### config.mk
export PLATFORM = sky130hd
export DESIGN_NAME = lu_acc_logic_unit
export DESIGN_NICKNAME = d
export VERILOG_FILES = /design/src/rtl/lu_pkg.sv /design/src/rtl/lu_core.sv /design/src/rtl/lu_acc_logic_unit.sv
export SDC_FILE = /design/constraint.sdc
export NUM_CORES = 1
export LEC_CHECK = 0
export BUFFER_PORTS_ARGS = -buffer_cell sky130_fd_sc_hd__buf_2
export CORE_MARGIN = 5
export CORE_UTILIZATION = 50
export CTS_CLUSTER_DIAMETER = 40
export DETAILED_ROUTE_END_ITERATION = 8
export GPL_TIMING_DRIVEN = 1
export HOLD_SLACK_MARGIN = 0.05
export PLACE_DENSITY = 0.86
export SLEW_MARGIN = 5
export SYNTH_ARGS = -nofsm -noshare
export SYNTH_HDL_FRONTEND = slang
export SYNTH_SLANG_ARGS = --single-unit
### constraint.sdc
create_clock -name clk -period 5 [get_ports clk]
set_input_delay 0.25 -clock clk [delete_from_list [all_inputs] [get_ports clk]]
set_output_delay 0.25 -clock clk [all_outputs]
set_load 0.01 [all_outputs]
### src/rtl/lu_pkg.sv
// Shared opcode encodings and widths for the accumulating logic unit.
// No logic, no latency, no flow control.
// Pure declarations; nothing here applies back-pressure.
package lu_pkg;

   localparam int SEL_W = 2;

   localparam logic [SEL_W-1:0] OP_XNOR = 2'b00;
   localparam logic [SEL_W-1:0] OP_XOR  = 2'b01;
   localparam logic [SEL_W-1:0] OP_OR   = 2'b10;
   localparam logic [SEL_W-1:0] OP_NOR  = 2'b11;

endpackage

### src/rtl/lu_core.sv
// Bitwise 4-way logic selector across WIDTH bits.
// Latency: 0 cycles, purely combinational.
// No flow control; the caller qualifies the result with its own handshake.
module lu_core
   import lu_pkg::*;
#(
   parameter int WIDTH = 8
) (
   input  logic [WIDTH-1:0] a,
   input  logic [WIDTH-1:0] b,
   input  logic [SEL_W-1:0] select,
   output logic [WIDTH-1:0] result
);

   always_comb begin
      result = '0;
      case (select)
         OP_XNOR: result = ~(a ^ b);
         OP_XOR:  result = a ^ b;
         OP_OR:   result = a | b;
         default: result = ~(a | b);
      endcase
   end

endmodule

### src/rtl/lu_acc_logic_unit.sv
// Registered WIDTH-bit logic unit with an accumulator that can stand in for operand b.
// Latency: 1 cycle from accept to result; 1 beat/cycle while out_ready is high.
// Back-pressure: in_ready = !out_valid || out_ready, so a stalled result blocks new beats.
module lu_acc_logic_unit
   import lu_pkg::*;
#(
   parameter int WIDTH = 8,
   parameter int CNT_W = 4
) (
   input  logic             clk,
   input  logic             reset,
   input  logic             in_valid,
   output logic             in_ready,
   input  logic [WIDTH-1:0] a,
   input  logic [WIDTH-1:0] b,
   input  logic [SEL_W-1:0] select,
   input  logic             use_acc,
   output logic             out_valid,
   input  logic             out_ready,
   output logic [WIDTH-1:0] s,
   output logic             zero,
   output logic [WIDTH-1:0] acc,
   output logic [CNT_W-1:0] op_count
);

   logic [WIDTH-1:0] opnd_b;
   logic [WIDTH-1:0] result;
   logic             accept;
   logic             consume;

   // acc here is the pre-edge value, so back-to-back accumulates chain correctly
   assign opnd_b  = use_acc ? acc : b;
   assign in_ready = !out_valid || out_ready;
   assign accept  = in_valid && in_ready;
   assign consume = out_valid && out_ready;

   lu_core #(
      .WIDTH (WIDTH)
   ) u_core (
      .a      (a),
      .b      (opnd_b),
      .select (select),
      .result (result)
   );

   always_ff @(posedge clk) begin
      if (reset) begin
         out_valid <= 1'b0;
         s         <= '0;
         zero      <= 1'b1;
         acc       <= '0;
         op_count  <= '0;
      end else if (accept) begin
         out_valid <= 1'b1;
         s         <= result;
         zero      <= (result == '0);
         acc       <= result;
         op_count  <= op_count + CNT_W'(1);
      end else if (consume) begin
         out_valid <= 1'b0;
      end
   end

endmodule
==> results.json <==
{
  "hold_buffers": 0,
  "min_path_type": "input port to flop",
  "worst_ep_required_time_ns": 5.20,
  "run_status": "finished clean",
  "worst_pin_slew_ns": 0.619,
  "cts.clk_slew.worst_paths_ns": 0.08,
  "finalHoldViolations": 0,
  "synth_area_per_cell_sq_um": 9.01,
  "async_reset_ff_share_pct": 0,
  "reg2reg_to": "zero$_SDFFE_PP1P_",
  "layout-drive-gt1-share_pct": 34.5,
  "overflow": 0,
  "multiInputGateArea_sq_um": 598,
  "critical_path_class": "flop to flop",
  "grt_pass1_vias": 791,
  "die_x_um": 55.1,
  "ff_latch_area_sq_um": 280,
  "synth_seq_area_share_pct": 27.5,
  "placed_cell_area_sq_mm": 0.00117,
  "antenna_found_initial": 0,
  "r2r_start": "acc[4]$_SDFFE_PP0P_",
  "die_h_um": 55.1,
  "synth_area_sq_mm": 0.00102,
  "dp_hpwl_um": 1700,
  "crit_path_end_kind": "flop",
  "cts_buffers": 3,
  "drt_pre_antenna_iters": 3,
  "drv_cap": 0,
  "cts_root_buf": "clkbuf_4",
  "cp-startpoint": "acc[4]$_SDFFE_PP0P_",
  "post_cts_buffers": 0,
  "synthTopCellsByCount": "mux2i_1 (16), dfxtp_1 (14), nor2_1 (12)",
  "fmax_ghz": 0.658,
  "ctsResizeCount": 0,
  "synthFlopType": "dfxtp_1",
  "h-tree-depth": 1,
  "stdcell_area_sq_mm": 0.00121,
  "grt_max_degree": 20,
  "slew_headroom_pct": 58.7,
  "hold_depth": 3,
  "finClkSkew_ns": 0.00458,
  "fin_crit_sh_pct": 30.4,
  "reg2reg_slack_ns": 3.48,
  "yosysTopAreaCellShare_pct": 27.5,
  "io_buffers": 45,
  "vias": 851,
  "synth.largest_area_cell": "dfxtp_1",
  "report.final.setup_viol": 0,
  "grt_pass1_wl_um": 3230,
  "n_antenna_cell": 0,
  "routed_wl_um": 2050,
  "period_minus_slack_ns": 1.52,
  "wl_per_cell_um": 11.7,
  "track_usage_pct": 14.9,
  "yosysMostFrequentCell": "mux2i_1",
  "design.final.nets": 181,
  "ys_types": 24,
  "drv_slew": 0,
  "die_area_sq_mm": 0.00304,
  "final.fill_count": 193,
  "clk_path_buf_depth": 2,
  "rows": 16,
  "core_area_sq_mm": 0.00194,
  "gp_congestion": 0.762,
  "tns_ns": 0,
  "holdPathEnd": "out_valid$_SDFFE_PP0P_",
  "synth_fp_nets": 145,
  "rsz0062_at_grt": "false",
  "syn_inst": 113,
  "crit_fanout": 4,
  "ys_warn_count": 0,
  "worstSkewPairLatency_ns": 0.27,
  "ir_drop_uv": 130,
  "start_util_pct": 52.4,
  "syn2layout_area_growth_pct": 18.6,
  "vias_per_cell": 4.86,
  "p_per_area_mw_per_mm2": 254,
  "pin_count": 46,
  "p_leak_uw": 0.000643,
  "drt_iter0_drc": 2,
  "synth_enable_flop_cells": 0,
  "synth_area_leaders": "dfxtp_1 (28%), mux2i_1 (16%), ha_1 (11%), xnor2_1 (7.7%), a211oi_1 (5.9%)",
  "drc": 0,
  "ys_ff_latch": 14,
  "drt.antenna.violating_nets": 0,
  "clock_sinks": 14,
  "cts_tree": "done",
  "ff2ff_path_depth": 6,
  "min_from": "in_valid",
  "cp.arrival_ns": 1.72,
  "start_kind": "flop"
}
[power by group]
part | switching (uW) | total (uW) | internal [uW] | leakage, uW
clock | 34.4 | 78.6 | 44.2 | 0.0000210
sequential | 8.45 | 129 | 121 | 0.000116
combinational | 51.7 | 99.1 | 47.4 | 0.000506
total | 94.5 | 307 | 213 | 0.000643
[cells by family (layout without fill, tap and decap cells)]
kind of cell | after synthesis | in the layout | synth area share, %
and+or+nand+nor | 26 | 26 | 12.3
adders and majority gates | 9 | 9 | 11.1
AOI/OAI and AO/OA | 14 | 14 | 10.2
xor gates and xnor gates | 11 | 11 | 9.46
buffers and inverters | 23 | 58 | 13.8
muxes | 16 | 16 | 15.7
DFF | 14 | 14 | 27.5
[placed cells by master (no fill, tap or decap)]
cell / n
o221ai_1: 1
a21oi_1: 3
nand3_1: 3
nand4_1: 1
nand2_1: 5
ha_1: 9
clkbuf_8: 1
nand2b_4: 1
xor2_1: 2
nor2_1: 12
mux2i_1: 16
and2_1: 1
nor3b_1: 1
dfxtp_1: 14
clkbuf_4: 3
o31ai_2: 1
nand2b_1: 1
xnor2_1: 9
and3_1: 1
o31ai_1: 1
buf_2: 45
inv_1: 9
a211oi_1: 8
[worst max path at each step]
stage | end | slack, ns | cells past startpoint
after floorplan | zero$_SDFFE_PP1P_ | 3.23 | 7
after detailed placement | zero$_SDFFE_PP1P_ | 3.22 | 7
after CTS | zero$_SDFFE_PP1P_ | 3.45 | 6
after global routing | zero$_SDFFE_PP1P_ | 3.34 | 6
final | zero$_SDFFE_PP1P_ | 3.48 | 6
after global placement | zero$_SDFFE_PP1P_ | 3.31 | 7
[state kept, by name, summed over array words and instances (netlist names)]
| name | count |
|---|---|
| op_count | 4 |
| acc | 8 |
| out_valid | 1 |
| zero | 1 |
[worst max-delay path: stages, from the launching register on]
cell and delay [ns]:
dfxtp_1 0.38, mux2i_1 0.10, ha_1 0.28, mux2i_1 0.16, xnor2_1 0.17, nand4_1 0.13, o31ai_2 0.24
[stage by stage]
step	worst slack [ns]	util (%)	hold WS, ns	total power, uW	cells
finish	3.48	62.2	0.246	307	175
global route	3.34	62.2	0.269	332	175
CTS	3.45	62.2	0.238	314	175
detailed placement	3.22	60.3	0.480	233	171
global placement	3.31	60.3	0.464	228	171
floorplan	3.23	-	0.323	209	113
[layer usage]
layer | global-route usage [%] | vias to the layer above | wire length (um)
li1 | - | 448 | -
met1 | 15.7 | 371 | 826
met2 | 28.3 | 28 | 1040
met3 | 2.41 | 4 | 150
met4 | 7.29 | 0 | 36
met5 | 0 | - | 0
[layout make-up]
| cell class | count | share of cell area [%] |
|---|---|---|
| Multi-Input combinational cell | 76 | 49.5 |
| Tap cell | 27 | 2.80 |
| Sequential cell | 14 | 23.2 |
| Inverter | 9 | 2.80 |
| Clock buffer | 4 | 3.01 |
| Timing Repair Buffer | 45 | 18.7 |
Note: power is estimated with default switching activity, not from simulation.
